### config.mk
export PLATFORM = sky130hd
export DESIGN_NAME = enemy_fleet_ctrl
export DESIGN_NICKNAME = d
export VERILOG_FILES = /design/src/rtl/enemy_fleet_ctrl.sv
export SDC_FILE = /design/constraint.sdc
export NUM_CORES = 1
export LEC_CHECK = 0
export CAP_MARGIN = 20
export CORE_MARGIN = 2
export CORE_UTILIZATION = 50
export DETAILED_ROUTE_END_ITERATION = 6
export DONT_BUFFER_PORTS = 1
export PLACE_DENSITY = 0.68
export REMOVE_ABC_BUFFERS = 1
export SETUP_SLACK_MARGIN = 0.2
export SYNTH_ARGS = -nofsm -noshare
export SYNTH_HDL_FRONTEND = slang
export SYNTH_SLANG_ARGS = --single-unit
### constraint.sdc
create_clock -name clk -period 3.7 [get_ports clk]
set_input_delay 0.925 -clock clk [delete_from_list [all_inputs] [get_ports clk]]
set_output_delay 0.925 -clock clk [all_outputs]
set_load 0.05 [all_outputs]
### src/rtl/enemy_fleet_ctrl.sv
// Invader formation controller: owns the 10x6 alive grid, serialises kill
// requests and sequences the march (steps, edge descents, speed-up, landing).
module enemy_fleet_ctrl #(
    parameter int X_INIT     = 64,
    parameter int Y_INIT     = 48,
    parameter int STEP_X     = 4,
    parameter int STEP_Y     = 16,
    parameter int COL_PITCH  = 32,
    parameter int ROW_PITCH  = 24,
    parameter int ENEMY_W    = 24,
    parameter int ENEMY_H    = 16,
    parameter int X_MIN      = 8,
    parameter int X_MAX      = 631,
    parameter int Y_LAND     = 440,
    parameter int PERIOD_MIN = 2
) (
    input  logic             clk,
    input  logic             reset,
    input  logic             frame_tick,
    input  logic             game_start,
    input  logic             hit_valid,
    input  logic [6:0]       hit_idx,
    output logic             hit_ack,
    output logic             hit_kill,
    output logic [9:0][5:0]  enemy_status,
    output logic [9:0]       fleet_x,
    output logic [8:0]       fleet_y,
    output logic             fleet_dir,
    output logic [5:0]       alive_count,
    output logic             anim_frame,
    output logic             wave_clear,
    output logic             fleet_landed
);

    typedef enum logic [1:0] {S_IDLE, S_RUN, S_CLEAR, S_LANDED} state_t;

    state_t           state_q, state_d;
    logic [9:0][5:0]  grid_q, grid_d;
    logic [9:0]       x_q, x_d;
    logic [8:0]       y_q, y_d;
    logic             dir_q, dir_d;
    logic [5:0]       alive_q, alive_d;
    logic [5:0]       cnt_q, cnt_d;
    logic             anim_q, anim_d;
    logic             ack_q, ack_d;
    logic             kill_q, kill_d;

    logic [3:0]  lcol, rcol;
    logic [2:0]  brow;
    logic [5:0]  row_any;
    logic [5:0]  period;
    logic [10:0] right_ext, left_ext, new_y, land_ext;
    logic [3:0]  hit_col;
    logic [2:0]  hit_row;
    logic        descend;

    assign hit_col = hit_idx[6:3];
    assign hit_row = hit_idx[2:0];

    // Extents of the live formation, taken from the registered grid.
    always_comb begin
        lcol    = '0;
        rcol    = '0;
        brow    = '0;
        row_any = '0;
        for (int c = 9; c >= 0; c--)
            if (|grid_q[c]) lcol = 4'(c);
        for (int c = 0; c <= 9; c++) begin
            if (|grid_q[c]) rcol = 4'(c);
            row_any = row_any | grid_q[c];
        end
        for (int r = 0; r <= 5; r++)
            if (row_any[r]) brow = 3'(r);
    end

    always_comb begin
        period    = 6'(PERIOD_MIN) + 6'(alive_q >> 2);
        right_ext = 11'(x_q) + 11'(rcol) * 11'(COL_PITCH) + 11'(ENEMY_W) + 11'(STEP_X);
        left_ext  = 11'(x_q) + 11'(lcol) * 11'(COL_PITCH);
        new_y     = 11'(y_q) + 11'(STEP_Y);
        land_ext  = new_y + 11'(brow) * 11'(ROW_PITCH) + 11'(ENEMY_H);
        descend   = dir_q ? (right_ext > 11'(X_MAX)) : (left_ext < 11'(X_MIN + STEP_X));
    end

    always_comb begin
        state_d = state_q;
        grid_d  = grid_q;
        x_d     = x_q;
        y_d     = y_q;
        dir_d   = dir_q;
        alive_d = alive_q;
        cnt_d   = cnt_q;
        anim_d  = anim_q;
        ack_d   = hit_valid;
        kill_d  = 1'b0;
        if (game_start) begin
            state_d = S_RUN;
            grid_d  = '1;
            x_d     = 10'(X_INIT);
            y_d     = 9'(Y_INIT);
            dir_d   = 1'b1;
            alive_d = 6'd60;
            cnt_d   = '0;
            anim_d  = 1'b0;
        end else if (state_q == S_RUN) begin
            if (frame_tick) begin
                if (cnt_q >= period - 6'd1) begin
                    cnt_d  = '0;
                    anim_d = ~anim_q;
                    if (descend) begin
                        y_d   = new_y[8:0];
                        dir_d = ~dir_q;
                        if (land_ext >= 11'(Y_LAND)) state_d = S_LANDED;
                    end else begin
                        x_d = dir_q ? x_q + 10'(STEP_X) : x_q - 10'(STEP_X);
                    end
                end else begin
                    cnt_d = cnt_q + 6'd1;
                end
            end
            // The last kill overrides a simultaneous landing.
            if (hit_valid && hit_col <= 4'd9 && hit_row <= 3'd5 && grid_q[hit_col][hit_row]) begin
                grid_d[hit_col][hit_row] = 1'b0;
                alive_d = alive_q - 6'd1;
                kill_d  = 1'b1;
                if (alive_q == 6'd1) state_d = S_CLEAR;
            end
        end
    end

    always_ff @(posedge clk) begin
        if (reset) begin
            state_q <= S_IDLE;
            grid_q  <= '1;
            x_q     <= 10'(X_INIT);
            y_q     <= 9'(Y_INIT);
            dir_q   <= 1'b1;
            alive_q <= 6'd60;
            cnt_q   <= '0;
            anim_q  <= 1'b0;
            ack_q   <= 1'b0;
            kill_q  <= 1'b0;
        end else begin
            state_q <= state_d;
            grid_q  <= grid_d;
            x_q     <= x_d;
            y_q     <= y_d;
            dir_q   <= dir_d;
            alive_q <= alive_d;
            cnt_q   <= cnt_d;
            anim_q  <= anim_d;
            ack_q   <= ack_d;
            kill_q  <= kill_d;
        end
    end

    assign hit_ack      = ack_q;
    assign hit_kill     = kill_q;
    assign enemy_status = grid_q;
    assign fleet_x      = x_q;
    assign fleet_y      = y_q;
    assign fleet_dir    = dir_q;
    assign alive_count  = alive_q;
    assign anim_frame   = anim_q;
    assign wave_clear   = (state_q == S_CLEAR);
    assign fleet_landed = (state_q == S_LANDED);

endmodule

# After elaboration in Yosys (flattened, before gate mapping)
# Cells that the tools add are included.
op_classes:
  bitwise: 15
  n_lt_le_gt_ge: 10
  n_addsub: 13
  n_mux: 44
  eq_ne: 4
  reduce_logical: 23
  multipliers: 1
op_table:
  columns: ["cell", "n"]
  rows:
  - ["$mux W4", 18]
  - ["$and A60 B60 Y60", 1]
  - ["$not A60 Y60", 1]
  - ["$reduce_or A6 Y1", 10]
  - ["$or A6 B6 Y6", 9]
  - ["$bmux W6 S4", 1]
  - ["$demux W6 S4", 1]
  - ["$add A10 B9 Y11", 2]
  - ["$add A11 B5 Y11 const B", 2]
  - ["$mux W6", 3]
  - ["$mux W2", 6]
  - ["$mux W3", 4]
  - ["$add A10 B8 Y11", 1]
  - ["$add A11 B3 Y11 const B", 1]
  - ["$ge A11 B9 Y1 const B", 1]
  - ["$gt A11 B10 Y1 const B", 1]
  - ["$lt A11 B4 Y1 const B", 1]
  - ["$add A10 B3 Y10 const B", 1]
  - ["$add A9 B5 Y10 const B", 1]
  - ["$mux W10", 1]
  - ["$sub A10 B3 Y10 const B", 1]
  - ["$mux W1", 8]
  - ["$reduce_and A4 Y1", 2]
  - ["$add A6 B1 Y6 const B", 1]
  - ["other kinds (23)", 32]
word_totals:
  reg_bits: 97
  in_bits: 12
  elab_cells: 130
  output_inout_bits: 91

# Logic depth before layout (Yosys ltp)
# Gate-level depths: netlist (run 1).
logic_depth:
  ltp_word: 26
  mapped_depth: 18
  ltp_nobuf: 18

# Least setup slack after synthesis (run 1)
# No wires, ideal clock.
synth_timing:
  kind: "register to register"
  start: "register grid_q (netlist bit enemy_status[14])"
  end: "register y_q[6], in the netlist fleet_y[6]"
  required_time_ns: 3.628
  setup_time_ns: 0.072
  n_path_buf: 1
  slack_ns: -0.276
  arrival_time_ns: 3.905
  period_less_slack_ns: 3.976
  stages_incl_launch_ff: 16
  path_cell_list: "dfxtp_1 or4_1 nor3_1 a21oi_1 o21ai_0 a21oi_1 o21ai_0 ha_1 o21a_1 o32a_1 or4_1 o2111ai_1 nand2_1 buf_2 o32ai_1 mux2i_1"
synth_between:
  elab_chain_len: 15
  elab_cells_between_ends: 20
  classes_between: "add/sub: 4; order compare: 2; mux: 12; reduce/logical: 2"
synth_lines:
  columns: ["element", "line", "text"]
  rows:
  - ["from (decl)", "38", "logic [9:0][5:0] grid_q, grid_d;"]
  - ["from (signal assigned)", "145", "grid_q <= grid_d;"]
  - ["$reduce_or A6 Y1 (*)", "67, 69", null]
  - ["$mux W4 (8 in series)", "69", "if (|grid_q[c]) rcol = 4'(c);"]
  - ["$add A10 B9 Y11", "78", "right_ext = 11'(x_q) + 11'(rcol) * 11'(COL_PITCH) + 11'(ENEMY_W) + 11'(STEP_X);"]
  - ["$add A11 B5 Y11", "78", null]
  - ["$add A11 B3 Y11", "78", null]
  - ["$gt A11 B10 Y1", "82", "descend = dir_q ? (right_ext > 11'(X_MAX)) : (left_ext < 11'(X_MIN + STEP_X));"]
  - ["$mux W1 (*)", "82", null]
  - ["$reduce_and A4 Y1 (no line) (*)", null, null]
  - ["to (signal assigned)", "136", "y_q <= 9'(Y_INIT);"]
  - ["to (signal assigned)", "147", "y_q <= y_d;"]
  - ["to (decl)", "40", "logic [8:0] y_q, y_d;"]
# Every way passes the cells marked *; elsewhere a longest branch is shown, timed or not.
# A chain may end at the register's enable or synchronous reset.

# Worst setup path in the final report (run 1)
layout_timing:
  start: "register grid_q (netlist bit enemy_status[16])"
  end: "register x_q[8], in the netlist fleet_x[8]"
layout_between:
  elab_chain_len: 16
  elab_cells_between_ends: 21
  classes_between: "add/sub: 4; order compare: 2; mux: 12; bitwise: 1; reduce/logical: 2"
layout_lines:
  columns: ["element", "line", "text"]
  rows:
  - ["$reduce_or A6 Y1 (*)", "67, 69", null]
  - ["$mux W4 (8 in series)", "69", null]
  - ["$add A10 B9 Y11", "78", null]
  - ["$add A11 B5 Y11", "78", null]
  - ["$add A11 B3 Y11", "78", null]
  - ["$gt A11 B10 Y1", "82", null]
  - ["$mux W1 (*)", "82", null]
  - ["$not A1 Y1 (no line) (*)", null, null]
  - ["$reduce_and A4 Y1 (no line) (*)", null, null]
  - ["to (signal assigned)", "135", "x_q <= 10'(X_INIT);"]
  - ["to (decl)", "39", "logic [9:0] x_q, x_d;"]
# Marked as above.

==> results of run 1 <==
-- report_power, final --
part	leakage, nW	total, W	switching, W	internal (W)
combinational	1.97	0.000108	0.0000726	0.0000358
sequential	0.734	0.000987	0.00000586	0.000981
clock	0.142	0.000917	0.000406	0.000511
-- through the flow --
stage | cells | total power, W | setup WS (ps) | TNS (ps)
2_1_floorplan | 647 | 0.00109 | -251 | -2170
3_3_place_gp | 907 | 0.00111 | -203 | -2660
3_5_place_dp | 907 | 0.00111 | -403 | -4440
4_1_cts | 933 | 0.00201 | -52.3 | -346
5_1_grt | 943 | 0.00206 | -263 | -2760
6_report | 943 | 0.00201 | -162 | -1460
-- cell usage in the layout (no fill, tap or decap), types with 5 or more instances in the layout --
master	n
buf_4	129
nor2_1	93
dfxtp_1	86
a21oi_1	58
nand2_1	38
ha_1	31
nand3_1	29
inv_1	26
o22a_1	21
mux2i_1	16
nor3_1	13
nand2b_1	13
xnor2_1	12
nor4_1	12
buf_6	11
nor2b_1	10
clkbuf_16	9
or3_1	8
o211ai_1	8
nor3_2	7
o21ai_0	7
and3_1	7
conb_1	7
xor2_1	6
or4_4	6
and2_1	6
mux4_1	6
nand4_1	5
nor4_2	5
mux2_2	5
dfxtp_2	5
-- kinds of logic (layout without fill, tap and decap cells) --
| group | count (synthesis) | count (layout) | synth area share [%] |
|---|---|---|---|
| buf+inv | 63 | 184 | 5.09 |
| simple gates | 284 | 284 | 25.4 |
| xor+xnor | 19 | 19 | 2.95 |
| compound gates | 150 | 150 | 17.8 |
| mux | 30 | 30 | 7.60 |
| flops | 91 | 91 | 32.2 |
| fa+ha+maj | 38 | 38 | 8.82 |
| other cells | 1 | 7 | 0.0664 |
-- routing by layer --
metal | GRT usage, % | vias up | routed length [microns]
li1 | - | 2720 | -
met1 | 35.3 | 2771 | 7200
met2 | 51.7 | 264 | 9190
met3 | 8.58 | 51 | 1580
met4 | 17.7 | 0 | 833
met5 | 0 | - | 0
-- flip-flops by register name, summed over array words and instances, names as in the netlist --
name          count
hit_ack           1
hit_kill          1
fleet_dir         1
fleet_x           8
fleet_y           5
enemy_status     60
alive_count       6
anim_frame        1
cnt_q             6
state_q           2
-- worst min-delay path: stages, from the launching register on --
cell and delay [ps]:
dfxtp_1 350, xor2_1 70, nor2_1 80
-- Yosys cell counts (all sizes together), types with 4 or more instances --
cell type | count | share of area [%]
a211oi | 5 | 0.66
a21oi | 62 | 5.5
a221oi | 4 | 0.62
and2 | 6 | 0.66
and3 | 9 | 1.0
buf | 19 | 2.1
clkbuf | 16 | 1.1
dfxtp | 91 | 32
ha | 35 | 7.8
inv | 28 | 1.9
mux2 | 5 | 1.0
mux2i | 17 | 3.0
mux4 | 8 | 3.6
nand2 | 41 | 2.7
nand2b | 13 | 1.4
nand3 | 34 | 3.0
nand4 | 7 | 1.0
nor2 | 96 | 6.4
nor2b | 10 | 1.1
nor3 | 22 | 2.0
nor4 | 21 | 2.8
o211ai | 8 | 1.1
o21ai | 12 | 1.1
o21bai | 4 | 0.53
o22a | 21 | 3.3
o32ai | 4 | 0.62
or3 | 8 | 0.89
or4 | 10 | 1.3
xnor2 | 12 | 1.9
xor2 | 7 | 1.1
-- worst paths after layout --
path              depth (start not counted)        startpoint          to  slack [ps]
setup / recovery                         16  enemy_status[16]  fleet_x[8]        -160
hold / removal                            2          cnt_q[5]    cnt_q[5]         530
setup reg to reg                         16  enemy_status[16]  fleet_x[8]        -160
hold reg to reg                           2          cnt_q[5]    cnt_q[5]         530
-- what timing repair did --
action	4_1_cts	5_1_grt
setup buffers	10	10
endpoints found under the setup margin	15	15
pin swaps	42	26
resized for setup	68	34
-- area by class of cell --
type,count,share of cell area [%]
clock buffers,13,3.61
clock inverters,3,0.284
inverters,28,1.44
multi-input cells,528,53.3
flip-flops and latches,91,24.4
repair buffers,140,14.6
well taps,140,2.34
==> impl_metrics.toml, run 1 <==
[status]
status = "complete, but fails checks"
violations = "negative setup slack"

[timing]
fin_hold_ws_ps = 533
max_clock_freq_mhz = 259
timing.final.ws_setup_ps = -162
clock_skew_ps = 8.91
finalCritPeriodShare_pct = 104
rsz0062_at_grt = "true"
max_slew_margin_pct = 37.0
tightestPinTransition_ps = 943
final_max_slew_viol_count = 0
period_minus_slack_ps = 3860
setup_viol_count_final = 15
hold_viol = 0

[routing]
drc = 0
drt-pass1-iter-count = 5
num_vias = 5806
drt_iter0_markers = 427
wl_microns = 18800
wl_per_cell_microns = 19.9
ant_nets = 0
vias_per_cell = 6.16

[clock_tree]
clkSlewWorstSetupHoldPaths_ps = 70
cts_buffers = 9
h-tree-depth = 3
cts_sinks = 91
clock_latency_ps = 360
postCtsHoldBufs = 0
cts-root-buf = "clkbuf_16"
cts_tree = "done"
clk_path_buf_depth = 2

[setup_path]
path_class = "reg -> reg"
cp_common_cell = "a21oi_1"
cp_top_family = "compound AO/OA/AOI/OAI gates"
crit_required_ps = 3910
worstPathMaxFanout = 8
start_kind = "register"
cpMaxStageDelayCell = "a2111oi_0"
crit_chain = "or4_4 -> nor3_4 -> a21oi_1 -> o21ai_1 -> a21oi_1 -> o21ai_2 -> ha_4 -> buf_4 -> a2111oi_0 -> nor4_2 -> o2111ai_4 -> buf_4 -> nand2_4 -> buf_6 -> o211ai_1 -> a21oi_1"
end_kind = "register"
critPathArrivalTime_ps = 4070
slowest_delay_ps = 600
cp.buffers_inverters = 3

[yosys]
synth_ff_type = "dfxtp_1"
synth_cells = 676
syn_area_per_cell_sq_um = 8.36
ys_ff_latch = 91
syn-cell-area_sq_um = 5650
yosysSeqAreaShare_pct = 32.2
synth-edff-count = 0
synth_cell_types = 64
synthArstFlopShare_pct = 0
yosys_warnings = 0

[cells_and_area]
design_area_sq_um = 7480
final_nets = 848
fin_util_pct = 68.4
area_delta_synth_final_pct = 32.4
n_fill_cell = 918
regArea_sq_um = 1830
diodes = 0
drive_above_1_share_pct = 29.5
multi_input_area_sq_um = 3980

[power_and_ir_drop]
power_density_nw_per_um2 = 269
p_leak_nw = 2.85
ir_drop_mv = 0.246

[die]
io-pin-count = 103
dieHeight_microns = 110
coreArea_sq_um = 10900
die-area_sq_um = 12200
start_util_pct = 51.7
die_width_microns = 110
placementRows = 38

[hold_path]
hp-class = "reg -> reg"

[global_routing]
gr-usage-all-layers_pct = 30.9
grt_overflow = 0
grt_max_degree = 78
grt_pass1_vias = 5587
antenna_found_initial = 0
grt_pass1_wl_microns = 28400

[placed_design]
gp_congestion = 0.935
dp_hpwl_microns = 13600
place_area_sq_um = 6570
port_buffers = 0

[job]
maxCapViolations = 0
(Power assumes the default switching activity.)
==> run 2: changes to the inputs <==
- BUFFER_PORTS_ARGS: default -> -buffer_cell sky130_fd_sc_hd__buf_4
- CORE_UTILIZATION: 50 -> 51
- DONT_BUFFER_PORTS: 1 -> default
- PLACE_DENSITY: 0.68 -> 0.77
==> impl_metrics.toml, run 2 (synthesis results as in run 1) <==
[status]
status = "complete, but fails checks"
violations = "negative setup slack"

[timing]
final_max_slew_viol_count = 0
rsz0062_at_grt = "true"
period_minus_slack_ps = 3790
finalCritPeriodShare_pct = 103
clock_skew_ps = 6.14
tightestPinTransition_ps = 699
max_clock_freq_mhz = 264
setup_viol_count_final = 1
max_slew_margin_pct = 53.0
finalSetupTns_ps = -94.1
hold_viol = 0
timing.final.ws_setup_ps = -94.1

[cells_and_area]
layout_commonest_cell = "buf_4"
layout_common_cells = "buf_4, nor2_1, dfxtp_1"
largest_reg_flops = 60
diodes = 0
n_fill_cell = 772
drive_above_1_share_pct = 37.1
area_delta_synth_final_pct = 40.2
fin_util_pct = 73.0
design_area_sq_um = 7920
final_nets = 905

[clock_tree]
clk_path_buf_depth = 2
h-tree-depth = 3
clkSlewWorstSetupHoldPaths_ps = 90
cts_buffers = 9
clock_latency_ps = 390
cts-root-buf = "clkbuf_8"
postCtsHoldBufs = 0
cts_tree = "done"
cts_sinks = 91

[setup_path]
start_kind = "register"
path_class = "reg -> reg"
end_kind = "register"
crit_cells = 17
worstPathMaxFanout = 3
critPathArrivalTime_ps = 4080
cp_top_family = "compound AO/OA/AOI/OAI gates"
cp.buffers_inverters = 2
worstRegToRegCells = 17
slowest_delay_ps = 350
crit_chain = "nor4_4 -> buf_4 -> nand4_1 -> nor2_2 -> nand3_4 -> ha_4 -> xnor2_2 -> ha_1 -> ha_1 -> a21o_1 -> a21oi_2 -> mux2i_1 -> buf_4 -> a2111oi_4 -> o211ai_1 -> a221oi_2 -> a221o_1"
crit_required_ps = 3990
cpMaxStageDelayCell = "dfxtp_1"

[routing]
drt-pass1-iter-count = 6
num_vias = 6231
drt_iter0_markers = 473
wl_per_cell_microns = 19.8
drc = 0
vias_per_cell = 6.24
wl_microns = 19800
ant_nets = 0

[power_and_ir_drop]
fin_total_pwr_w = 0.00177
ir_drop_mv = 0.194
power_density_nw_per_um2 = 224
p_leak_nw = 3.02

[global_routing]
grt_overflow = 0
gr-usage-all-layers_pct = 32.3
antenna_found_initial = 0
grt_pass1_vias = 5793
grt_pass1_wl_microns = 29500
grt_max_degree = 46

[die]
coreArea_sq_um = 10800
dieHeight_microns = 109
start_util_pct = 52.1
die-area_sq_um = 11900
placementRows = 38
die_width_microns = 109
io-pin-count = 103

[placed_design]
gp_congestion = 0.950
dp_hpwl_microns = 14000
place_ws_ps = -229
port_buffers = 96
place_area_sq_um = 7030

[job]
maxCapViolations = 0

[hold_path]
hp-class = "reg -> reg"
whs_path_depth = 2
run 2: changes by cell type in the layout (fill, tap and decap cells not counted), sizes merged:
cell	previous run	this run
clkbuf	13	11
buf	140	197
inv	28	29
run 2: power breakdown:
group | internal (W) | switching (W) | leakage [nW]
combinational | 0.0000479 | 0.000105 | 2.20
sequential | 0.000980 | 0.00000256 | 0.732
clock | 0.000259 | 0.000376 | 0.0856
total | 0.00129 | 0.000483 | 3.02
run 2: area by class of cell:
cell class / instances / area [sq um] / share of cell area (%)
Inverter: 28 / 105 / 1.33
Tap cell: 140 / 175 / 2.21
Multi-Input combinational cell: 528 / 4120 / 52.1
Clock buffer: 11 / 141 / 1.79
Sequential cell: 91 / 1840 / 23.2
Clock inverter: 4 / 26.3 / 0.332
Timing Repair Buffer: 197 / 1510 / 19.1
run 2: worst paths after layout:
| check | from | endpoint | slack (ps) |
|---|---|---|---|
| setup / recovery | enemy_status[28] | state_q[1] | -90 |
| hold / removal | alive_count[1] | alive_count[1] | 500 |
| setup reg to reg | enemy_status[28] | state_q[1] | -90 |
| hold reg to reg | alive_count[1] | alive_count[1] | 500 |
run 2: stage by stage:
| stage | hold WS, ps | std cells |
|---|---|---|
| global route | 516 | 999 |
| CTS | 501 | 995 |
| detailed placement | 488 | 969 |
| floorplan | 466 | 647 |
| finish | 495 | 999 |
| global placement | 481 | 968 |
run 2: per-layer routing:
metal  GRT usage [%]  up-vias  routed length, microns
met5               0        -                       0
met4            19.5        0                    1040
met3            5.62       77                    1370
met2            53.9      328                    9660
met1            38.8     2998                    7750
li1                -     2828                       -
run 2: worst register-to-register path, cell delays in order, from the launching register on:
cell	delay, ps
dfxtp_1	350
nor4_4	290
buf_4	150
nand4_1	200
nor2_2	250
nand3_4	110
ha_4	180
xnor2_2	120
ha_1	330
ha_1	290
a21o_1	170
a21oi_2	170
mux2i_1	300
buf_4	170
a2111oi_4	40
o211ai_1	250
a221oi_2	50
a221o_1	260
run 2: repair_timing:
item / 4_1_cts / 5_1_grt
gates cloned: 0 / 0
pin swaps: 50 / 34
hold endpoints to repair: 0 / 0
setup endpoints to repair: 15 / 15
gates resized for setup: 86 / 45
buffers inserted: 11 / 3
